==> src/rtl/ram_arbiter_pkg.sv <==
// Shared definitions for the two-port RAM arbiter: widths, owner tags and the
// command bundle that is registered toward the RAM.
package ram_arbiter_pkg;

   localparam int ADDR_W = 15;
   localparam int DATA_W = 8;

   typedef enum logic {
      OWN_A = 1'b0,
      OWN_B = 1'b1
   } owner_e;

   typedef struct packed {
      logic              we;
      logic [ADDR_W-1:0] addr;
      logic [DATA_W-1:0] din;
   } ram_cmd_t;

endpackage

==> src/rtl/ram_arbiter_if.sv <==
// Requester-side bundle for both arbiter ports. The master modport is the
// requester view and the slave modport is the arbiter view.
interface ram_arbiter_if;
   import ram_arbiter_pkg::*;

   logic              a_req;
   logic              a_we;
   logic [ADDR_W-1:0] a_addr;
   logic [DATA_W-1:0] a_din;
   logic              a_ack;
   logic              a_rvalid;
   logic [DATA_W-1:0] a_rdata;

   logic              b_req;
   logic              b_we;
   logic [ADDR_W-1:0] b_addr;
   logic [DATA_W-1:0] b_din;
   logic              b_ack;
   logic              b_rvalid;
   logic [DATA_W-1:0] b_rdata;

   modport master (
      output a_req, a_we, a_addr, a_din,
      input  a_ack, a_rvalid, a_rdata,
      output b_req, b_we, b_addr, b_din,
      input  b_ack, b_rvalid, b_rdata
   );

   modport slave (
      input  a_req, a_we, a_addr, a_din,
      output a_ack, a_rvalid, a_rdata,
      input  b_req, b_we, b_addr, b_din,
      output b_ack, b_rvalid, b_rdata
   );

endinterface

==> src/rtl/ram_arbiter.sv <==
// Two-port arbiter in front of a single-port 32 kB synchronous RAM. Acks are
// combinational, the RAM command is registered and read data returns 2 cycles after ack.
module ram_arbiter
   import ram_arbiter_pkg::*;
#(
   parameter int PRIO_MODE  = 0,
   parameter int STARVE_MAX = 8
) (
   input  logic              clk,
   input  logic              rst_n,
   ram_arbiter_if.slave      bus,
   output logic              ram_sel,
   output logic              ram_we,
   output logic [ADDR_W-1:0] ram_addr,
   output logic [DATA_W-1:0] ram_din,
   input  logic [DATA_W-1:0] ram_dout
);

   localparam logic [7:0] STARVE_LIM = 8'(STARVE_MAX);

   owner_e     last_grant;
   logic [7:0] starve_cnt;
   logic       grant_b;
   logic       a_ack;
   logic       b_ack;
   logic       any_ack;
   ram_cmd_t   win_cmd;

   // Read-return pipeline: stage 1 lines up with ram_sel, stage 2 with ram_dout.
   logic       rd_s1;
   logic       rd_s2;
   owner_e     own_s1;
   owner_e     own_s2;

   always_comb begin
      // NOTE: every signal written here gets a default first, so no path can infer a latch.
      grant_b = bus.b_req;
      if (bus.a_req && bus.b_req) begin
         if (PRIO_MODE == 0) grant_b = (last_grant == OWN_A);
         else                grant_b = (starve_cnt == STARVE_LIM);
      end
      // Acks are gated by rst_n so neither port sees an accept while reset is held.
      a_ack   = rst_n && bus.a_req && !grant_b;
      b_ack   = rst_n && bus.b_req && grant_b;
      any_ack = a_ack || b_ack;
      if (b_ack) win_cmd = '{we: bus.b_we, addr: bus.b_addr, din: bus.b_din};
      else       win_cmd = '{we: bus.a_we, addr: bus.a_addr, din: bus.a_din};
   end

   always_ff @(posedge clk or negedge rst_n) begin
      if (!rst_n) begin
         ram_sel    <= 1'b0;
         ram_we     <= 1'b0;
         ram_addr   <= '0;
         ram_din    <= '0;
         last_grant <= OWN_B;
         starve_cnt <= '0;
         rd_s1      <= 1'b0;
         rd_s2      <= 1'b0;
         own_s1     <= OWN_A;
         own_s2     <= OWN_A;
      end else begin
         // NOTE: sequential state uses non-blocking assignments so every register samples pre-edge values.
         ram_sel <= any_ack;
         ram_we  <= any_ack && win_cmd.we;
         if (any_ack) begin
            ram_addr   <= win_cmd.addr;
            ram_din    <= win_cmd.din;
            last_grant <= b_ack ? OWN_B : OWN_A;
         end

         if (b_ack)                                    starve_cnt <= '0;
         else if (bus.b_req && starve_cnt != STARVE_LIM) starve_cnt <= starve_cnt + 8'd1;

         rd_s1  <= any_ack && !win_cmd.we;
         own_s1 <= b_ack ? OWN_B : OWN_A;
         rd_s2  <= rd_s1;
         own_s2 <= own_s1;
      end
   end

   assign bus.a_ack    = a_ack;
   assign bus.b_ack    = b_ack;
   assign bus.a_rvalid = rd_s2 && (own_s2 == OWN_A);
   assign bus.b_rvalid = rd_s2 && (own_s2 == OWN_B);
   assign bus.a_rdata  = ram_dout;
   assign bus.b_rdata  = ram_dout;

endmodule

==> src/flat_wrapper.sv <==
// flat-port wrapper written by rule: the top's interface ports become plain ports
module ram_arbiter_flat import ram_arbiter_pkg::*;
#(
   parameter int PRIO_MODE  = 0,
   parameter int STARVE_MAX = 8
)
  (clk, rst_n, ram_sel, ram_we, ram_addr, ram_din, ram_dout, bus_a_req, bus_a_we, bus_a_addr, bus_a_din, bus_a_ack, bus_a_rvalid, bus_a_rdata, bus_b_req, bus_b_we, bus_b_addr, bus_b_din, bus_b_ack, bus_b_rvalid, bus_b_rdata);
  ram_arbiter_if bus_i ();
  input  logic clk;
  input  logic rst_n;
  output logic ram_sel;
  output logic ram_we;
  output logic [ADDR_W-1:0] ram_addr;
  output logic [DATA_W-1:0] ram_din;
  input  logic [DATA_W-1:0] ram_dout;
  input wire logic [$bits(bus_i.a_req)-1:0] bus_a_req;
  input wire logic [$bits(bus_i.a_we)-1:0] bus_a_we;
  input wire logic [$bits(bus_i.a_addr)-1:0] bus_a_addr;
  input wire logic [$bits(bus_i.a_din)-1:0] bus_a_din;
  output wire logic [$bits(bus_i.a_ack)-1:0] bus_a_ack;
  output wire logic [$bits(bus_i.a_rvalid)-1:0] bus_a_rvalid;
  output wire logic [$bits(bus_i.a_rdata)-1:0] bus_a_rdata;
  input wire logic [$bits(bus_i.b_req)-1:0] bus_b_req;
  input wire logic [$bits(bus_i.b_we)-1:0] bus_b_we;
  input wire logic [$bits(bus_i.b_addr)-1:0] bus_b_addr;
  input wire logic [$bits(bus_i.b_din)-1:0] bus_b_din;
  output wire logic [$bits(bus_i.b_ack)-1:0] bus_b_ack;
  output wire logic [$bits(bus_i.b_rvalid)-1:0] bus_b_rvalid;
  output wire logic [$bits(bus_i.b_rdata)-1:0] bus_b_rdata;
  assign bus_i.a_req = bus_a_req;
  assign bus_i.a_we = bus_a_we;
  assign bus_i.a_addr = bus_a_addr;
  assign bus_i.a_din = bus_a_din;
  assign bus_a_ack = bus_i.a_ack;
  assign bus_a_rvalid = bus_i.a_rvalid;
  assign bus_a_rdata = bus_i.a_rdata;
  assign bus_i.b_req = bus_b_req;
  assign bus_i.b_we = bus_b_we;
  assign bus_i.b_addr = bus_b_addr;
  assign bus_i.b_din = bus_b_din;
  assign bus_b_ack = bus_i.b_ack;
  assign bus_b_rvalid = bus_i.b_rvalid;
  assign bus_b_rdata = bus_i.b_rdata;
  ram_arbiter #(.PRIO_MODE(PRIO_MODE), .STARVE_MAX(STARVE_MAX)) u_core (.clk(clk), .rst_n(rst_n), .bus(bus_i), .ram_sel(ram_sel), .ram_we(ram_we), .ram_addr(ram_addr), .ram_din(ram_din), .ram_dout(ram_dout));
endmodule
==> config.mk <==
export PLATFORM = sky130hd
export DESIGN_NAME = ram_arbiter_flat
export DESIGN_NICKNAME = d
export VERILOG_FILES = /design/src/rtl/ram_arbiter_pkg.sv /design/src/rtl/ram_arbiter_if.sv /design/src/rtl/ram_arbiter.sv /design/src/flat_wrapper.sv
export SDC_FILE = /design/constraint.sdc
export NUM_CORES = 1
export LEC_CHECK = 0
export BUFFER_PORTS_ARGS = -buffer_cell sky130_fd_sc_hd__buf_2
export CAP_MARGIN = 20
export CORE_ASPECT_RATIO = 1.5
export CORE_UTILIZATION = 42
export DETAILED_ROUTE_END_ITERATION = 6
export PLACE_DENSITY_LB_ADDON = 0.2
export SETUP_SLACK_MARGIN = 0.2
export SYNTH_ARGS = -nofsm -noshare
export SYNTH_HDL_FRONTEND = slang
export SYNTH_SLANG_ARGS = --single-unit
==> constraint.sdc <==
create_clock -name clk -period 2.59 [get_ports clk]
set_clock_uncertainty 0.15 [all_clocks]
set_input_delay 0.1295 -clock clk [delete_from_list [all_inputs] [get_ports clk]]
set_output_delay 0.1295 -clock clk [all_outputs]
set_load 0.05 [all_outputs]
# Word-level counts from Yosys, hierarchy flattened
# Index checks and enable logic that the tools add are counted.
[totals]
in_bits = 60
register_bits = 30
out_inout_bits = 45
wordCells = 26
[classes]
reduce_logical = 12
muxes = 3
bitwise_logic = 2
[op_table]
columns = ["cell", "n"]
rows = [
  ["24-bit two-way mux", 1],
  ["1-bit logical AND", 9],
  ["1-bit logical NOT", 2],
  ["1-bit two-way mux", 2],
  ["1-bit inverter", 2],
  ["1-bit logical OR", 1],
]

# Logic depth before layout (Yosys ltp)
# Gate-level depths: netlist of the first run.
[depth]
word_depth = 6
ltp_mapped = 4
ltp_nobuf = 3

# Worst setup path before layout of the first run
# OpenSTA, ideal clock, no wires.
[synth_path]
kind = "register to output"
start = "register u_core.last_grant"
end = "output port bus_a_ack"
stages_incl_launch_ff = 3
setup_slack_ns = 0.978
t_arrival_ns = 1.332
required_time_ns = 2.311
path_buffers = 0
cell_sequence = "dfstp_2 > inv_1 > a21oi_1"
[synth_via]
elab_chain_len = 4
[synth_rtl]
columns = ["element", "line_no", "source"]
rows = [
  ["from (decl)", "ram_arbiter.sv:21", "owner_e last_grant;"],
  ["from (signal assigned)", "ram_arbiter.sv:69", "last_grant <= b_ack ? OWN_B : OWN_A;"],
  ["1-bit inverter", "ram_arbiter.sv:39", "if (PRIO_MODE == 0) grant_b = (last_grant == OWN_A);"],
  ["1-bit two-way mux", "ram_arbiter.sv:38", "if (bus.a_req && bus.b_req) begin"],
  ["1-bit logical NOT", "ram_arbiter.sv:43", "a_ack = rst_n && bus.a_req && !grant_b;"],
  ["1-bit logical AND", "ram_arbiter.sv:43", ""],
  ["to (decl)", "flat_wrapper.sv:20", "output wire logic [$bits(bus_i.a_ack)-1:0] bus_a_ack;"],
]
# No other way between the ends.

# Final worst setup path of the first run
[layout_path]
start = "register u_core.last_grant"
end = "register u_core.rd_s1"
[layout_via]
elab_chain_len = 6
word_cells_on_any_way = 9
classes_between = "2 x mux; 1 x bitwise; 6 x reduce/logical"
[layout_rtl]
columns = ["element", "line_no", "source"]
rows = [
  ["1-bit inverter (*)", "ram_arbiter.sv:39", ""],
  ["1-bit two-way mux (*)", "ram_arbiter.sv:38", ""],
  ["1-bit logical AND / 1-bit logical NOT (equally long branches)", "ram_arbiter.sv:44, ram_arbiter.sv:43", ""],
  ["24-bit two-way mux / 1-bit logical AND (equally long branches)", "ram_arbiter.sv:46, ram_arbiter.sv:43", ""],
  ["1-bit logical NOT / 1-bit logical OR (equally long branches)", "ram_arbiter.sv:75, ram_arbiter.sv:45", ""],
  ["1-bit logical AND (*)", "ram_arbiter.sv:75", "rd_s1 <= any_ack && !win_cmd.we;"],
  ["to (signal assigned)", "ram_arbiter.sv:75", ""],
  ["to (decl)", "ram_arbiter.sv:30", "logic rd_s1;"],
]
# Mark *: on every way between the ends. The rest lies on a longest branch, timed or not.
# A chain may end at the register's enable or synchronous reset.

==> summary.txt, run 1 <==
GRT
  – Vias in the first global route: 1288
  – Grt total ovfl: 0
  – Total GRT Usage: 0.1890
  – Largest net degree at the start of global routing: 29
  – Initial antenna violation count: 0
  – First-pass GRT wire length: 5720 um

Routing
  – Vias: 1186
  – Residual DRC: 0
  – Vias per cell: 4.763
  – Antenna viol nets, final: 0
  – DR iter-0 viols: 17
  – Wirelength per Cell: 14.33 um
  – Final wirelength: 3569 um
  – First-pass DRT Iterations: 4

Floorplanning
  – Top-level I/O count: 105
  – FP Rows: 27
  – Die H: 78.92 um
  – Area of the die: 0.004205 mm^2
  – Core ar.: 0.003716 mm^2
  – Horiz. Die Dim: 53.28 um
  – Initial Utilization: 0.4458

STA
  – Fmax: 0.4880 GHz
  – Final hold violations: 0
  – Slew HR: 0.6639
  – Setup TNS: 0 ns
  – Count of final setup violators: 0
  – Period minus WS final: 2.049 ns
  – Min Hold Slack: 0.05646 ns
  – Final period util: 0.7912
  – RSZ-0062 raised after global routing: false
  – Slew at the pin closest to its max-slew limit: 0.5042 ns
  – Max Slew Vio Count: 0

Clock network
  – Num CTS Buffers: 5
  – Largest buffer count on any clock path: 2
  – Sink Count: 30
  – CTS clock-pin slew for the worst setup and hold paths: 0.06 ns
  – Clk_lat worst skew: 0.27 ns
  – H-Tree Level Count: 2
  – TritonCTS clock tree: yes
  – Root Driver: clkbuf_8

Place
  – DP HPWL: 2322 um
  – Routability cong.: 0.6822
  – Port Buffers: 80

Pwr
  – PwrDens: 710.6 mW/mm^2
  – Static power due to leakage: 1.265 nW
  – Peak VDD IR: 0.0005083 V

Setup path
  – Crit path kind: register to register
  – Crit-path max FO: 28
  – Worst EP arrival: 2.11 ns
  – CP endpoint kind: register
  – R2R cell count: 4
  – Req. time, crit path: 2.65 ns
  – Worst setup SP type: register

Yosys
  – Fraction of registers with async set/reset: 1.000
  – Synthesized flop and latch total: 30
  – Top_reg_cell synth: dfrtp_1
  – Synthesized area: 0.001657 mm^2
  – Post-synth top area cell: dfrtp_1
  – Synth top cells by count: mux2_4, dfrtp_1, buf_4, mux2_2, nand2_1
  – Top-area cell type share of the netlist area: 0.4381
  – Ranking of synthesized cells by area: dfrtp_1, mux2_4, mux2_2
  – EDFF count, synth: 0
  – Mean Syn Cell Area: 14.92 um^2
  – Post-Synthesis Cells: 111
  – Netlist cell types: 17
  – Synthesis Warnings: 0
  – Sequential share of the synthesized area: 0.4539
  – Most frequent cell after synthesis: mux2_4
  – Synth Net Count: 171

Layout
  – Diodes inserted: 0
  – Synth-to-layout area growth: 40.41%
  – Share of layout cells above drive strength 1: 0.6845
  – Fin util: 0.6259
  – Nets@finish: 265

Flow run
  – MaxCap Viol Count: 0

Run status
  – Outcome: complete, no violations

Hold path
  – HP Class: primary input to register
  – Hold path depth: 3
==> cells in the final DEF (no fill, tap or decap) <==
cell	n
dfstp_2	1
a21oi_1	1
and3_2	1
and2_1	1
mux2_4	32
buf_4	1
nor2b_1	1
clkbuf_8	8
dlygate4sd3_1	26
mux2_2	15
nand2_4	1
or2_2	1
nand2_1	4
dfrtp_1	29
nand3_4	1
mux2i_1	1
inv_1	2
buf_2	80
==> logic make-up after synthesis <==
kind of cell,Yosys count,share of synthesized area
AOI/OAI and AO/OA,1,0.003018
buffers and inverters,22,0.1073
DFF,30,0.4539
muxes,48,0.3980
and+or+nand+nor,10,0.03777
==> path summary, 6_finish.rpt <==
| check | startpoint | endpoint | slack [ns] |
|---|---|---|---|
| hold / removal | bus_a_addr[8] | u_core.ram_addr[8] | 0.06 |
| setup / recovery | u_core.last_grant | u_core.rd_s1 | 0.54 |
| hold reg to reg | u_core.own_s1 | u_core.own_s2 | 0.21 |
| min in group asynchronous | rst_n | u_core.ram_addr[4] | 0.19 |
| max in group asynchronous | rst_n | u_core.ram_din[5] | 1.48 |
| setup reg to reg | u_core.last_grant | u_core.rd_s1 | 0.54 |
==> final cells by class <==
type                            instances  area, um^2
Fill cell                             294        1390
Sequential cell                        30       752.0
Multi-Input combinational cell         59       734.5
Timing Repair Buffer                  107       668.1
Clock buffer                            8       110.1
Tap cell                               43       53.80
Inverter                                2       7.507
==> per-stage QoR <==
step                      cell area (um^2)  setup WS [ns]  power [mW]  std cells
after floorplan                       1657         0.9781       1.116        111
after global placement                1948         0.6553       1.183        215
after detailed placement              1948         0.6255       1.193        215
after CTS                             2318         0.3161       1.668        249
after global routing                  2326         0.4615       1.736        249
final                                 2326         0.5408       1.653        249
==> critical path, cell delays in order (launching register included) <==
cell and delay (ns):
dfstp_2 0.53, nand2_1 0.08, nand3_4 0.40, mux2i_1 0.25, dlygate4sd3_1 0.57
==> what timing repair did <==
action	CTS	global route
endpoints found under the hold margin	55	0
gates resized for setup	0	1
hold buffers	26	0
endpoints found under the setup margin	0	2
buffers inserted	0	0
==> flip-flops by register name, summed over array words and instances (netlist names) <==
name / cells
u_core.own_s1: 1
u_core.ram_we: 1
u_core.rd_s1: 1
u_core.rd_s2: 1
u_core.ram_sel: 1
u_core.ram_din: 8
u_core.ram_addr: 15
u_core.own_s2: 1
u_core.last_grant: 1
==> power by group <==
| part | switching, mW | total [mW] | leakage, nW | internal [mW] |
|---|---|---|---|---|
| Sequential | 0.0373 | 0.581 | 0.357 | 0.544 |
| Clock | 0.170 | 0.438 | 0.0575 | 0.268 |
| Combinational | 0.372 | 0.634 | 0.851 | 0.262 |
==> metal layers <==
metal,track usage,part of all wire,vias up
met3,0.06513,0.079,4
met5,0,0,-
met2,0.3313,0.52,63
met1,0.1954,0.38,564
li1,-,-,555
met4,0.07895,0.012,0
(Power assumes the default switching activity.)
==> run 2, diff against run 1 <==
--- a/config.mk
+++ b/config.mk
@@ -8,7 +8,7 @@
 export BUFFER_PORTS_ARGS = -buffer_cell sky130_fd_sc_hd__buf_2
 export CAP_MARGIN = 20
 export CORE_ASPECT_RATIO = 1.5
-export CORE_UTILIZATION = 42
+export CORE_UTILIZATION = 38
 export DETAILED_ROUTE_END_ITERATION = 6
 export PLACE_DENSITY_LB_ADDON = 0.2
 export SETUP_SLACK_MARGIN = 0.2
==> constraint.sdc (replaced) <==
create_clock -name clk -period 1.8 [get_ports clk]
set_clock_uncertainty 0.15 [all_clocks]
set_input_delay 0.09 -clock clk [delete_from_list [all_inputs] [get_ports clk]]
set_output_delay 0.09 -clock clk [all_outputs]
set_load 0.05 [all_outputs]
==> summary.txt, run 2 (synthesis results as in run 1) <==
GRT
  – Grt total ovfl: 0
  – First-pass GRT wire length: 5968 um
  – Vias in the first global route: 1303
  – Initial antenna violation count: 0
  – Largest net degree at the start of global routing: 28
  – Total GRT Usage: 0.1663

Pwr
  – Clock power frac: 0.223
  – Static power due to leakage: 1.294 nW
  – Comb power frac: 0.410
  – Internal Power: 1.440 mW
  – Peak VDD IR: 0.0005799 V
  – Reg power frac: 0.368
  – Switching portion of total power: 0.3662
  – PwrDens: 962.3 mW/mm^2
  – NetSw: 0.8321 mW

STA
  – RSZ-0062 raised after global routing: true
  – Final period util: 0.8683
  – Final hold violations: 0
  – Max Slew Vio Count: 0
  – Period minus WS final: 1.563 ns
  – Count of final setup violators: 0
  – Slew at the pin closest to its max-slew limit: 0.7306 ns
  – Slew HR: 0.5129
  – Setup TNS: 0 ns
  – Setup ws final: 0.2370 ns
  – Fmax: 0.6398 GHz

Run status
  – Outcome: complete, no violations

Layout
  – Commonest non-fill, non-tap cell in the layout: buf_2
  – Biggest register: u_core.ram_addr
  – Synth-to-layout area growth: 42.52%
  – Most frequent cells in the layout: buf_2, mux2_4, dfrtp_1, dlygate4sd3_1, mux2_2
  – Non-Filler Instances: 258
  – Share of layout cells above drive strength 1: 0.6887
  – Largest register FFs: 15
  – Biggest regs: u_core.ram_addr x15, u_core.ram_din x8
  – Fillers: 371
  – Multi-input gate area: 726.9 um^2
  – Fin util: 0.5609
  – Nets@finish: 271
  – Diodes inserted: 0
  – Register Area: 752.0 um^2

Clock network
  – Num CTS Buffers: 5
  – TritonCTS clock tree: yes
  – Sink Count: 30
  – H-Tree Level Count: 2
  – Root Driver: clkbuf_8
  – Clk_lat worst skew: 0.27 ns
  – CTS clock-pin slew for the worst setup and hold paths: 0.07 ns
  – Largest buffer count on any clock path: 2

Floorplanning
  – Area of the die: 0.004633 mm^2
  – FP Rows: 29
  – Die H: 82.87 um
  – Initial Utilization: 0.3936
  – Core ar.: 0.004209 mm^2
  – Top-level I/O count: 105
  – Horiz. Die Dim: 55.91 um

Routing
  – Residual DRC: 0
  – Wirelength per Cell: 14.29 um
  – First-pass DRT Iterations: 4
  – Vias per cell: 4.570
  – Final wirelength: 3687 um
  – Antenna viol nets, final: 0
  – DR iter-0 viols: 34
  – Vias: 1179

Setup path
  – Crit path kind: register to register
  – Worst EP arrival: 1.57 ns
  – Worst setup SP type: register
  – Req. time, crit path: 1.81 ns
  – Critical Path, Cell by Cell: nand2_1 -> nand3_2 -> buf_12 -> buf_4 -> mux2_4
  – Slowest cell on the critical path: dfstp_2
  – Crit path largest cell delay: 0.53 ns
  – Crit-path max FO: 6
  – CP endpoint kind: register

Place
  – Routability cong.: 0.7246
  – Post-Place Setup Slack: 0.2767 ns
  – Placed Cells: 221
  – DP HPWL: 2497 um
  – Port Buffers: 80

Flow run
  – MaxCap Viol Count: 0

Hold path
  – HP Class: primary input to register
-- run 2: repair_timing --
action,in CTS,in global routing
gates resized for setup,0,4
setup endpoints to repair,1,15
buffers inserted,3,0
hold buffers,26,0
endpoints found under the hold margin,55,0
-- run 2: power groups by stage --
stage	clock (mW)	sequential, mW	combinational, mW
4_1_cts	0.516	0.836	0.935
3_3_place_gp	0	0.842	0.869
5_1_grt	0.558	0.847	0.975
2_1_floorplan	0	1.19	0.416
3_5_place_dp	0	0.848	0.880
6_report	0.506	0.836	0.931
-- run 2: through the flow --
step | hold slack, ns | power, mW | instance area (um^2)
global placement | -0.04498 | 1.711 | 1987
floorplan | -0.3556 | 1.605 | 1657
detailed placement | -0.03844 | 1.728 | 1987
global route | 0.01432 | 2.380 | 2361
CTS | 0.01858 | 2.288 | 2352
finish | 0.01804 | 2.272 | 2361
-- run 2: layer usage --
layer | share of wire | vias to the layer above | GRT usage | wire length, um
li1 | - | 563 | - | -
met1 | 0.39 | 555 | 0.1925 | 1451
met2 | 0.52 | 57 | 0.2892 | 1914
met3 | 0.077 | 4 | 0.05140 | 283
met4 | 0.010 | 0 | 0.05543 | 38
met5 | 0 | - | 0 | 0
-- run 2: layout make-up --
class / instances / area share
repair buffers: 113 / 0.3111
flip-flops and latches: 30 / 0.3185
clock inverters: 2 / 0.004240
inverters: 2 / 0.003180
multi-input cells: 59 / 0.3079
well taps: 46 / 0.02438
clock buffers: 6 / 0.03074
-- run 2: path summary, 6_finish.rpt --
kind	start	end	slack [ns]	depth (start not counted)
setup / recovery	u_core.last_grant	u_core.ram_din[6]	0.24	5
hold / removal	bus_a_addr[2]	u_core.ram_addr[2]	0.02	3
setup reg to reg	u_core.last_grant	u_core.ram_din[6]	0.24	5
hold reg to reg	u_core.own_s1	u_core.own_s2	0.22	0
max in group asynchronous	rst_n	u_core.ram_din[5]	0.76	4
min in group asynchronous	rst_n	u_core.rd_s1	0.05	3
-- run 2: worst max-delay path: cells and delay by family (launching register included) --
kind | cells | cell delay [ns]
AND/OR/NAND/NOR | 2 | 0.16
buffers and inverters | 2 | 0.28
multiplexers | 1 | 0.31
flip-flops | 1 | 0.53
